File: config.mk
export PLATFORM = sky130hd
export DESIGN_NAME = poly_osc_mixer_flat
export DESIGN_NICKNAME = d
export VERILOG_FILES = /design/src/rtl/poly_osc_mixer_pkg.sv /design/src/rtl/poly_osc_mixer_if.sv /design/src/rtl/poly_osc_mixer_wave_shaper.sv /design/src/rtl/poly_osc_mixer.sv /design/src/flat_wrapper.sv
export SDC_FILE = /design/constraint.sdc
export NUM_CORES = 1
export LEC_CHECK = 0
export CAP_MARGIN = 20
export CORE_MARGIN = 3
export CORE_UTILIZATION = 35
export CTS_BUF_LIST = sky130_fd_sc_hd__clkbuf_16
export CTS_CLUSTER_SIZE = 25
export DETAILED_ROUTE_END_ITERATION = 8
export GPL_TIMING_DRIVEN = 0
export PLACE_DENSITY_LB_ADDON = 0.15
export SLEW_MARGIN = 0
export SYNTH_ARGS = -nofsm -noshare
export SYNTH_HDL_FRONTEND = slang
export SYNTH_SLANG_ARGS = --single-unit
File: constraint.sdc
create_clock -name clk -period 4.6 [get_ports clk]
set_input_delay 1.15 -clock clk [delete_from_list [all_inputs] [get_ports clk]]
set_output_delay 1.15 -clock clk [all_outputs]
set_load 0.03 [all_outputs]
File: src/rtl/poly_osc_mixer_pkg.sv
// Shared encodings for the polyphonic oscillator mixer: waveform codes, FSM states, default rate.
package poly_osc_mixer_pkg;

    localparam logic [1:0] WAVE_SAW    = 2'd0;
    localparam logic [1:0] WAVE_SQUARE = 2'd1;
    localparam logic [1:0] WAVE_TRI    = 2'd2;
    localparam logic [1:0] WAVE_OFF    = 2'd3;

    // 25 MHz / 520 is close to 48 kHz
    localparam int SAMPLE_DIV_48K = 520;

    typedef enum logic [1:0] {
        ST_IDLE  = 2'd0,
        ST_SCAN  = 2'd1,
        ST_DRAIN = 2'd2,
        ST_OUT   = 2'd3
    } state_e;

endpackage

File: src/rtl/poly_osc_mixer_if.sv
// Voice configuration write port and mixed sample output of the oscillator bank.
// Fire-and-forget: config writes are always accepted, samples cannot be stalled.
interface poly_osc_mixer_if #(
    parameter int VW      = 2,
    parameter int PHASE_W = 24,
    parameter int OUT_W   = 16
);
    logic                    cfg_we;
    logic [VW-1:0]           cfg_voice;
    logic [PHASE_W-1:0]      cfg_tuning;
    logic [1:0]              cfg_wave;
    logic                    cfg_gate;
    logic signed [OUT_W-1:0] sample_out;
    logic                    sample_valid;
    logic                    busy;

    modport master (
        output cfg_we, cfg_voice, cfg_tuning, cfg_wave, cfg_gate,
        input  sample_out, sample_valid, busy
    );

    modport slave (
        input  cfg_we, cfg_voice, cfg_tuning, cfg_wave, cfg_gate,
        output sample_out, sample_valid, busy
    );
endinterface

File: src/rtl/poly_osc_mixer_wave_shaper.sv
// Pipeline stage 1: maps a voice's top phase bits to a signed saw/square/triangle sample.
// Latency 1 clock, no backpressure; a gated-off voice yields 0.
module osc_wave_shaper
    import poly_osc_mixer_pkg::*;
#(
    parameter int PCM_W = 12
) (
    input  logic                    clk,
    input  logic                    rst,
    input  logic [PCM_W-1:0]        u,
    input  logic [1:0]              wave,
    input  logic                    gate,
    output logic signed [PCM_W-1:0] pcm_q
);

    logic [PCM_W-1:0]        tri_t;
    logic signed [PCM_W-1:0] pcm_d;

    always_comb begin
        tri_t = {u[PCM_W-2:0], 1'b0};
        if (u[PCM_W-1]) begin
            tri_t = ~tri_t;
        end

        pcm_d = '0;
        // Subtracting H from an unsigned PCM_W value is the same as flipping its MSB
        case (wave)
            WAVE_SAW:    pcm_d = {~u[PCM_W-1], u[PCM_W-2:0]};
            WAVE_SQUARE: pcm_d = u[PCM_W-1] ? {1'b1, {(PCM_W-1){1'b0}}}
                                            : {1'b0, {(PCM_W-1){1'b1}}};
            WAVE_TRI:    pcm_d = {~tri_t[PCM_W-1], tri_t[PCM_W-2:0]};
            default:     pcm_d = '0;
        endcase
        if (!gate) begin
            pcm_d = '0;
        end
    end

    always_ff @(posedge clk) begin
        if (rst) begin
            pcm_q <= '0;
        end else begin
            pcm_q <= pcm_d;
        end
    end

endmodule

File: src/rtl/poly_osc_mixer.sv
// Multi-voice phase-accumulator oscillator bank, voices scanned through one shaper and summed.
// One sample per SAMPLE_DIV clocks, valid NUM_VOICES+3 clocks after the divider tick; no backpressure.
module poly_osc_mixer
    import poly_osc_mixer_pkg::*;
#(
    parameter int NUM_VOICES = 4,
    parameter int PHASE_W    = 24,
    parameter int PCM_W      = 12,
    parameter int OUT_W      = 16,
    parameter int SAMPLE_DIV = SAMPLE_DIV_48K
) (
    input  logic             clk,
    input  logic             rst,
    poly_osc_mixer_if.slave  bus
);

    localparam int VW    = $clog2(NUM_VOICES);
    localparam int ACC_W = PCM_W + VW;
    localparam int SHIFT = OUT_W - ACC_W;
    localparam int CNT_W = $clog2(SAMPLE_DIV);

    logic [PHASE_W-1:0] tun_q   [NUM_VOICES];
    logic [PHASE_W-1:0] tun_d   [NUM_VOICES];
    logic [PHASE_W-1:0] phase_q [NUM_VOICES];
    logic [PHASE_W-1:0] phase_d [NUM_VOICES];
    logic [1:0]         wave_q  [NUM_VOICES];
    logic [1:0]         wave_d  [NUM_VOICES];
    logic               gate_q  [NUM_VOICES];
    logic               gate_d  [NUM_VOICES];

    logic [CNT_W-1:0]        cnt_q, cnt_d;
    state_e                  state_q, state_d;
    logic [VW-1:0]           vidx_q, vidx_d;
    logic                    drain_cnt_q, drain_cnt_d;
    logic                    s1_vld_q, s1_vld_d;
    logic signed [ACC_W-1:0] acc_q, acc_d;
    logic signed [OUT_W-1:0] sample_out_q, sample_out_d;

    logic                    tick;
    logic                    scan;
    logic [PCM_W-1:0]        cur_u;
    logic signed [PCM_W-1:0] s1_pcm;

    assign tick  = (cnt_q == CNT_W'(SAMPLE_DIV - 1));
    assign scan  = (state_q == ST_SCAN);
    assign cur_u = phase_q[vidx_q][PHASE_W-1 -: PCM_W];

    osc_wave_shaper #(
        .PCM_W (PCM_W)
    ) u_shaper (
        .clk   (clk),
        .rst   (rst),
        .u     (cur_u),
        .wave  (wave_q[vidx_q]),
        .gate  (gate_q[vidx_q]),
        .pcm_q (s1_pcm)
    );

    // Voice registers: the scanned voice reads current values, so a same-cycle write lands next sample
    always_comb begin
        tun_d   = tun_q;
        wave_d  = wave_q;
        gate_d  = gate_q;
        phase_d = phase_q;
        if (scan) begin
            phase_d[vidx_q] = gate_q[vidx_q] ? phase_q[vidx_q] + tun_q[vidx_q] : '0;
        end
        if (bus.cfg_we) begin
            tun_d[bus.cfg_voice]  = bus.cfg_tuning;
            wave_d[bus.cfg_voice] = bus.cfg_wave;
            gate_d[bus.cfg_voice] = bus.cfg_gate;
        end
    end

    always_comb begin
        cnt_d        = tick ? '0 : cnt_q + CNT_W'(1);
        state_d      = state_q;
        vidx_d       = vidx_q;
        drain_cnt_d  = drain_cnt_q;
        s1_vld_d     = scan;
        acc_d        = acc_q;
        sample_out_d = sample_out_q;

        if (s1_vld_q) begin
            acc_d = acc_q + ACC_W'(s1_pcm);
        end

        case (state_q)
            ST_IDLE: begin
                if (tick) begin
                    state_d = ST_SCAN;
                    vidx_d  = '0;
                    acc_d   = '0;
                end
            end
            ST_SCAN: begin
                vidx_d = vidx_q + VW'(1);
                if (vidx_q == VW'(NUM_VOICES - 1)) begin
                    state_d     = ST_DRAIN;
                    drain_cnt_d = 1'b0;
                end
            end
            ST_DRAIN: begin
                drain_cnt_d = 1'b1;
                // Last voice lands in the accumulator during the second drain cycle
                if (drain_cnt_q) begin
                    state_d      = ST_OUT;
                    sample_out_d = OUT_W'(acc_q) <<< SHIFT;
                end
            end
            default: begin
                state_d = ST_IDLE;
            end
        endcase
    end

    always_ff @(posedge clk) begin
        if (rst) begin
            for (int i = 0; i < NUM_VOICES; i++) begin
                tun_q[i]   <= '0;
                phase_q[i] <= '0;
                wave_q[i]  <= '0;
                gate_q[i]  <= 1'b0;
            end
            cnt_q        <= '0;
            state_q      <= ST_IDLE;
            vidx_q       <= '0;
            drain_cnt_q  <= 1'b0;
            s1_vld_q     <= 1'b0;
            acc_q        <= '0;
            sample_out_q <= '0;
        end else begin
            tun_q        <= tun_d;
            phase_q      <= phase_d;
            wave_q       <= wave_d;
            gate_q       <= gate_d;
            cnt_q        <= cnt_d;
            state_q      <= state_d;
            vidx_q       <= vidx_d;
            drain_cnt_q  <= drain_cnt_d;
            s1_vld_q     <= s1_vld_d;
            acc_q        <= acc_d;
            sample_out_q <= sample_out_d;
        end
    end

    assign bus.sample_out   = sample_out_q;
    assign bus.sample_valid = (state_q == ST_OUT);
    assign bus.busy         = (state_q != ST_IDLE);

endmodule

File: src/flat_wrapper.sv
// flat-port wrapper written by rule: the top's interface ports become plain ports
module poly_osc_mixer_flat import poly_osc_mixer_pkg::*;
#(
    parameter int NUM_VOICES = 4,
    parameter int PHASE_W    = 24,
    parameter int PCM_W      = 12,
    parameter int OUT_W      = 16,
    parameter int SAMPLE_DIV = SAMPLE_DIV_48K
)
  (clk, rst, bus_cfg_we, bus_cfg_voice, bus_cfg_tuning, bus_cfg_wave, bus_cfg_gate, bus_sample_out, bus_sample_valid, bus_busy);
  poly_osc_mixer_if #(.VW((2)), .PHASE_W(PHASE_W), .OUT_W(OUT_W)) bus_i ();
  input  logic clk;
  input  logic rst;
  input wire logic [$bits(bus_i.cfg_we)-1:0] bus_cfg_we;
  input wire logic [$bits(bus_i.cfg_voice)-1:0] bus_cfg_voice;
  input wire logic [$bits(bus_i.cfg_tuning)-1:0] bus_cfg_tuning;
  input wire logic [$bits(bus_i.cfg_wave)-1:0] bus_cfg_wave;
  input wire logic [$bits(bus_i.cfg_gate)-1:0] bus_cfg_gate;
  output wire logic [$bits(bus_i.sample_out)-1:0] bus_sample_out;
  output wire logic [$bits(bus_i.sample_valid)-1:0] bus_sample_valid;
  output wire logic [$bits(bus_i.busy)-1:0] bus_busy;
  assign bus_i.cfg_we = bus_cfg_we;
  assign bus_i.cfg_voice = bus_cfg_voice;
  assign bus_i.cfg_tuning = bus_cfg_tuning;
  assign bus_i.cfg_wave = bus_cfg_wave;
  assign bus_i.cfg_gate = bus_cfg_gate;
  assign bus_sample_out = bus_i.sample_out;
  assign bus_sample_valid = bus_i.sample_valid;
  assign bus_busy = bus_i.busy;
  poly_osc_mixer #(.NUM_VOICES(NUM_VOICES), .PHASE_W(PHASE_W), .PCM_W(PCM_W), .OUT_W(OUT_W), .SAMPLE_DIV(SAMPLE_DIV)) u_core (.clk(clk), .rst(rst), .bus(bus_i));
endmodule
==> results of run 1 <==
## worst paths after layout
path,to,slack [ns],cells after the start
hold / removal,u_core.cnt_q[0]$_SDFF_PP0_,0.45,1
setup reg to reg,u_core.phase_q[71]$_SDFFE_PP0P_,0.33,12
hold reg to reg,u_core.cnt_q[0]$_SDFF_PP0_,0.45,1
setup / recovery,u_core.phase_q[71]$_SDFFE_PP0P_,0.33,12
## through the flow
stage               setup WS (ns)  instances  utilization, %
floorplan                  0.7304       1512               -
global placement          -0.4435       2018           38.83
detailed placement        -0.4830       2018           38.85
CTS                       0.04769       2068           41.30
global route               0.1411       2067           41.30
finish                     0.3293       2067           41.30
## critical path, delay by kind of cell (launching register included)
kind | cells | cell delay, ns
compound gates | 2 | 0.39
flops | 1 | 0.38
buf+inv | 4 | 1.41
fa+ha+maj | 1 | 0.31
mux | 2 | 0.83
simple gates | 3 | 0.75
## layout make-up
| type | count | area (um2) | share of cell area (%) |
|---|---|---|---|
| repair buffers | 45 | 450.4 | 3.022 |
| clock buffers | 29 | 725.7 | 4.869 |
| multi-input cells | 1122 | 7272 | 48.79 |
| well taps | 461 | 576.8 | 3.870 |
| plain buffers | 108 | 466.7 | 3.131 |
| flip-flops and latches | 260 | 5205 | 34.92 |
| inverters | 20 | 75.07 | 0.5037 |
| clock inverters | 22 | 132.6 | 0.8899 |
## flip-flops by register name, summed over array words and instances, names as in the netlist
| register | count |
|---|---|
| u_core.drain_cnt_q | 1 |
| u_core.wave_q | 8 |
| u_core.tun_q | 96 |
| u_core.s1_vld_q | 1 |
| u_core.phase_q | 96 |
| u_core.gate_q | 4 |
| u_core.u_shaper.pcm_q | 12 |
| u_core.acc_q | 14 |
| u_core.cnt_q | 10 |
| u_core.vidx_q | 2 |
| u_core.state_q | 2 |
| u_core.bus.sample_out | 14 |
## synthesized netlist by cell type, types with 12 or more instances
cell type	count	share of area, %
nand2_1	325	9.4
dfxtp_1	260	40
a21oi_1	196	7.6
nor2_1	93	2.7
clkbuf_1	80	2.3
mux4_2	49	8.5
nand3b_1	47	2.7
ha_1	45	4.3
nand3_1	32	1.2
o21ai_1	27	1.0
o21ai_0	25	0.96
inv_1	20	0.58
xor2_1	20	1.3
a211oi_1	18	1.0
nor3_1	16	0.62
a21o_1	15	0.87
buf_2	15	0.58
mux2i_1	15	1.2
xnor2_1	14	0.94
o21a_1	12	0.69
## report_power, final
group          internal, mW  switching (mW)
sequential             2.31          0.0327
combinational         0.223           0.435
clock                  1.19           0.958
total                  3.72            1.43
## placed cells by master, fill, tap and decap left out, drive strengths merged, types with 10 or more instances in the layout
cell type and n:
nand2 325, dfxtp 260, a21oi 196, clkbuf 109, nor2 93, o21ai 52, mux4 49, nand3b 47
ha 45, clkdlybuf4s50 45, nand3 32, inv 30, buf 28, a211oi 21, xor2 20, nor3 18
a21o 15, mux2i 15, xnor2 14, o21a 12, a2bb2oi 11, nor3b 11, and3 10, clkinv 10
## metal layers
metal,vias up,global-route usage (%),part of all wire [%]
li1,5518,-,-
met1,5391,28.20,46
met2,274,33.80,47
met3,61,2.761,5.0
met4,0,5.466,2.4
met5,-,0,0
## cell families (layout without fill, tap and decap cells)
kind of cell	after synthesis	after routing	synth area share, %
compound gates	372	372	17.64
xor+xnor	34	34	2.294
fa+ha+maj	47	47	4.645
buf+inv	130	224	4.135
flops	260	260	40.09
mux	67	67	9.946
other cells	1	2	0.02889
simple gates	600	600	21.22
==> results.txt, run 1 <==
vias in the first global route = 11,010
WP data required = 5.01 ns
initial drt markers = 898
clk sinks = 260
critical path capture point type = register
Slew headroom = 40.19%
Nets = 1,665
Post-CTS Resized = 11
Crit. Startpoint = u_core.vidx_q[1]$_SDFFE_PP0P_
worst hold path type = register to register
Pre-antenna DRT Iters = 6
Least-Margin Pin Slew = 0.8939 ns
overall routed net length = 40.74 mm
Leak Pwr = 5.242 nW
CTS Buffer Depth = 3
Max-Cap Viols = 0
row count = 69
Die Wd = 198.6 um
Placed Area = 14,020 um2
post-layout min period = 4.271 ns
die area = 39,440 um2
Root Buffer = clkbuf_16
Hold Fails Final Rpt = 0
Synth Area per Inst = 8.592 um2
Port-buffer cells = 45
Mapped Area = 12,980 um2
fmax = 234.2 MHz
hold path startpoint = u_core.cnt_q[0]$_SDFF_PP0_
Worst setup SP type = register
Tcrit/Tclk final = 92.84%
first-pass GRT wire length = 63.06 mm
overall die height = 198.6 um
RSZ-0062 raised after global routing = no
EDFF count, synth = 0
vias per cell = 5.440
post-route setup TNS = 0 ns
gr usage total = 20.42%
register area share after synthesis = 40.09%
final instance area = 14,900 um2
crit path max fanout = 19
IO Count = 50
Synthesis Warnings = 0
post-synthesis cell count = 1,511
area grow syn2layout = 14.80%
Post-DP HPWL = 29.70 mm
largest incremental delay on the critical path = 0.49 ns
grt ovf = 0
gp weighted congestion = 0.8964
DR vias = 11,240
Cell Chain, Critical Path = buf_6, buf_2, clkbuf_2, mux4_2, ha_1, buf_2, nand4_1, or2_0, o221a_2, nand2_1, mux2i_2, a311oi_1
total power = 5.148 mW
max-slew violation count = 0
CP most frequent cell = buf_2
ys flop type = dfxtp_1
IR Drop Worst-Case VDD = 272.3 uV
WHS = 0.4469 ns
Filler cells = 3,703
Post-CTS Hold Fix Bufs = 0
Core ar. = 36,090 um2
Starting Density = 35.98%
clock latency at the later pin of the worst-skew pair = 0.58 ns
Slowest cell on crit path = buf_2
Post-CTS Setup Bufs = 0
CTS H-tree lvls = 1
Residual DRC = 0
Pwr Density = 345.4 nW/um2
Async SR Flop Fraction = 0%
Cell variety after synth = 73
Post-DRT Antenna Nets = 0
status = completed
Synth Register Bits = 260
worst r2r src = u_core.vidx_q[1]$_SDFFE_PP0P_
Worst-path clk slew = 0.06 ns
CTS tree = built
Crit path arrival time = 4.68 ns
Antenna Cells = 0
clk_skew = 0.02796 ns
CTS Buf Count = 29
largest net degree at the start of global routing = 20
final setup fails = 0
initial antenna violation count = 2
fraction of layout cells with a size suffix above 1 = 8.219%
routed len/inst = 19.71 um
CP Class = register to register
Note: power is estimated with default switching activity, not from simulation.
==> inputs of run 2 (changes only) <==
--- a/config.mk
+++ b/config.mk
@@ -7,13 +7,13 @@
 export LEC_CHECK = 0
 export CAP_MARGIN = 20
 export CORE_MARGIN = 3
-export CORE_UTILIZATION = 35
+export CORE_UTILIZATION = 60
 export CTS_BUF_LIST = sky130_fd_sc_hd__clkbuf_16
 export CTS_CLUSTER_SIZE = 25
 export DETAILED_ROUTE_END_ITERATION = 8
 export GPL_TIMING_DRIVEN = 0
 export PLACE_DENSITY_LB_ADDON = 0.15
-export SLEW_MARGIN = 0
+export SLEW_MARGIN = 20
 export SYNTH_ARGS = -nofsm -noshare
 export SYNTH_HDL_FRONTEND = slang
 export SYNTH_SLANG_ARGS = --single-unit
==> results.txt, run 2 (same netlist as run 1, synthesis figures left out) <==
sequential share of power = 46.3% (+0.8 points)
IR Drop Worst-Case VDD = 341.6 uV (+25%)
Worst setup SP type = register
status = completed
gp weighted congestion = 0.9215 (+2.8%)
clk sinks = 260 (unchanged)
first-pass GRT wire length = 59.01 mm (-6.4%)
multi-input gate area in the final layout = 7272 um2 (unchanged)
Core ar. = 21,150 um2 (-41%)
Root Buffer = clkbuf_16
fmax = 230.1 MHz (-1.8%)
Sw Ratio = 27.05% (-0.63 points)
hold path startpoint = u_core.cnt_q[0]$_SDFF_PP0_
Port-buffer cells = 45 (unchanged)
crit path max fanout = 19 (unchanged)
fraction of layout cells with a size suffix above 1 = 8.229% (+0.010 points)
grt ovf = 0 (unchanged)
Nets = 1,664 (-0.060%)
IO Count = 50 (unchanged)
cell-internal power = 3.689 mW (-0.91%)
CTS Buf Count = 28 (-3.4%)
Worst R2R Path Depth = 12 (unchanged)
Antenna Cells = 0 (unchanged)
vias in the first global route = 11,200 (+1.7%)
Post-DRT Antenna Nets = 0 (unchanged)
commonest non-fill, non-tap cell in the layout = nand2_1
overall die height = 153.1 um (-23%)
Tcrit/Tclk final = 94.50% (+1.7 points)
Regs by FF count = u_core.phase_q: 96 flops, u_core.tun_q: 96 flops
CTS tree = built
Max-Cap Viols = 0 (unchanged)
Filler cells = 1,777 (-52%)
CTS Buffer Depth = 3 (unchanged)
post-route setup TNS = 0 ns (unchanged)
die area = 23,440 um2 (-41%)
routed len/inst = 19.65 um (-0.31%)
clk_skew = 0.02853 ns (+0.0005685 ns)
gr usage total = 30.71% (+10 points)
Starting Density = 61.37% (+25 points)
final worst slack = 0.2532 ns (-0.07609 ns)
WP data required = 4.98 ns (-0.03 ns)
Worst-path clk slew = 0.06 ns (about the same)
row count = 53 (-23%)
initial antenna violation count = 0 (-2)
Crit path arrival time = 4.73 ns (+0.05 ns)
RR Endpoint = u_core.phase_q[95]$_SDFFE_PP0P_
Residual DRC = 0 (unchanged)
clock latency at the later pin of the worst-skew pair = 0.57 ns (about the same)
DR vias = 11,500 (+2.3%)
worst r2r src = u_core.vidx_q[1]$_SDFFE_PP0P_
worst hold path type = register to register
Post-CTS Hold Fix Bufs = 0 (unchanged)
CP Class = register to register
final setup fails = 0 (unchanged)
net load switching power = 1.368 mW (-4.0%)
hold depth = 1 (unchanged)
most frequent cells in the layout = nand2_1, dfxtp_1, a21oi_1
post-layout min period = 4.347 ns (+0.07609 ns)
Least-Margin Pin Slew = 0.7781 ns (-0.1158 ns)
Hold Fails Final Rpt = 0 (unchanged)
Setup WS pre-CTS = -0.3444 ns (+0.1387 ns)
vias per cell = 6.120 (+13%)
Pre-antenna DRT Iters = 5 (-1)
max-slew violation count = 0 (unchanged)
Slew headroom = 47.93% (+7.7 points)
clock power share = 41.0% (-0.8 points)
initial drt markers = 972 (+8.2%)
area grow syn2layout = 12.87%
Leak Pwr = 5.224 nW (-0.35%)
RSZ-0062 raised after global routing = no
overall routed net length = 36.92 mm (-9.4%)
Post-DP HPWL = 27.34 mm (-7.9%)
Pwr Density = 345.1 nW/um2 (about the same)
Die Wd = 153.1 um (-23%)
Worst Hold Endpoint = u_core.cnt_q[0]$_SDFF_PP0_
largest net degree at the start of global routing = 20 (unchanged)
register area = 5205 um2 (unchanged)
critical path capture point type = register
CTS H-tree lvls = 1 (unchanged)
Comb power frac = 12.7% (about the same)
Worst R2R Setup Slack = 0.25 ns (-0.08 ns)
run 2: cell types whose count changed in the layout (fill, tap and decap cells not counted), sizes merged:
cell,delta
clkinv,+4
inv,-4
clkbuf,-1
clkinvlp,-1
run 2: worst max-delay path by stage:
stage                                        from                               to  slack, ns  cells after the start
floorplan           u_core.vidx_q[0]$_SDFFE_PP0P_  u_core.phase_q[68]$_SDFFE_PP0P_       0.73                     12
global placement    u_core.vidx_q[1]$_SDFFE_PP0P_  u_core.phase_q[71]$_SDFFE_PP0P_      -0.31                     13
detailed placement  u_core.vidx_q[1]$_SDFFE_PP0P_  u_core.phase_q[95]$_SDFFE_PP0P_      -0.34                     13
CTS                 u_core.vidx_q[0]$_SDFFE_PP0P_  u_core.phase_q[95]$_SDFFE_PP0P_       0.08                     13
global route        u_core.vidx_q[1]$_SDFFE_PP0P_  u_core.phase_q[68]$_SDFFE_PP0P_       0.11                     12
finish              u_core.vidx_q[1]$_SDFFE_PP0P_  u_core.phase_q[95]$_SDFFE_PP0P_       0.25                     12
run 2: metal layers:
| metal | global-route usage, % | up-vias | share of wire (%) |
|---|---|---|---|
| met4 | 10.01 | 0 | 3.2 |
| met1 | 41.80 | 5480 | 43 |
| li1 | - | 5520 | - |
| met3 | 4.898 | 82 | 7.1 |
| met2 | 50.44 | 417 | 47 |
| met5 | 0 | - | 0 |
run 2: through the flow:
step           area [um2]  power, mW  hold WS, ns  utilization (%)  std cells
4_1_cts             14660      5.062       0.4471            69.29       1880
6_report            14650      5.057       0.4383            69.27       1879
3_5_place_dp        13790      3.019       0.4384            65.17       1832
2_1_floorplan       12990      2.811       0.4132                -       1512
3_3_place_gp        13780      3.004       0.4240            65.14       1832
5_1_grt             14650      5.205       0.4687            69.27       1879
run 2: critical path, cell delays in order, from the launching register on:
cell,delay [ns]
dfxtp_1,0.38
buf_6,0.21
buf_2,0.49
clkbuf_2,0.46
mux4_2,0.43
ha_1,0.33
buf_2,0.22
nand4_1,0.31
or2_0,0.32
o221a_2,0.26
nand2_1,0.17
mux2i_2,0.41
a311oi_1,0.16
run 2: final cells by class:
| cell class | instances | share of cell area, % |
|---|---|---|
| Tap cell | 275 | 2.348 |
| Timing Repair Buffer | 45 | 3.074 |
| Inverter | 20 | 0.5123 |
| Buffer | 108 | 3.159 |
| Multi-Input combinational cell | 1122 | 49.63 |
| Clock inverter | 21 | 0.9734 |
| Clock buffer | 28 | 4.782 |
| Sequential cell | 260 | 35.52 |
run 2: what timing repair did:
action,in CTS,in global routing
resized for setup,10,0
endpoints found under the setup margin,41,24
setup buffers,0,0
pin swaps,0,0
hold endpoints to repair,0,0
run 2: power by group through the flow:
stage	logic (mW)	clock network (mW)	registers [mW]
2_1_floorplan	0.432	0	2.38
3_3_place_gp	0.616	0	2.39
3_5_place_dp	0.628	0	2.39
4_1_cts	0.632	2.09	2.34
5_1_grt	0.695	2.16	2.35
6_report	0.642	2.07	2.34
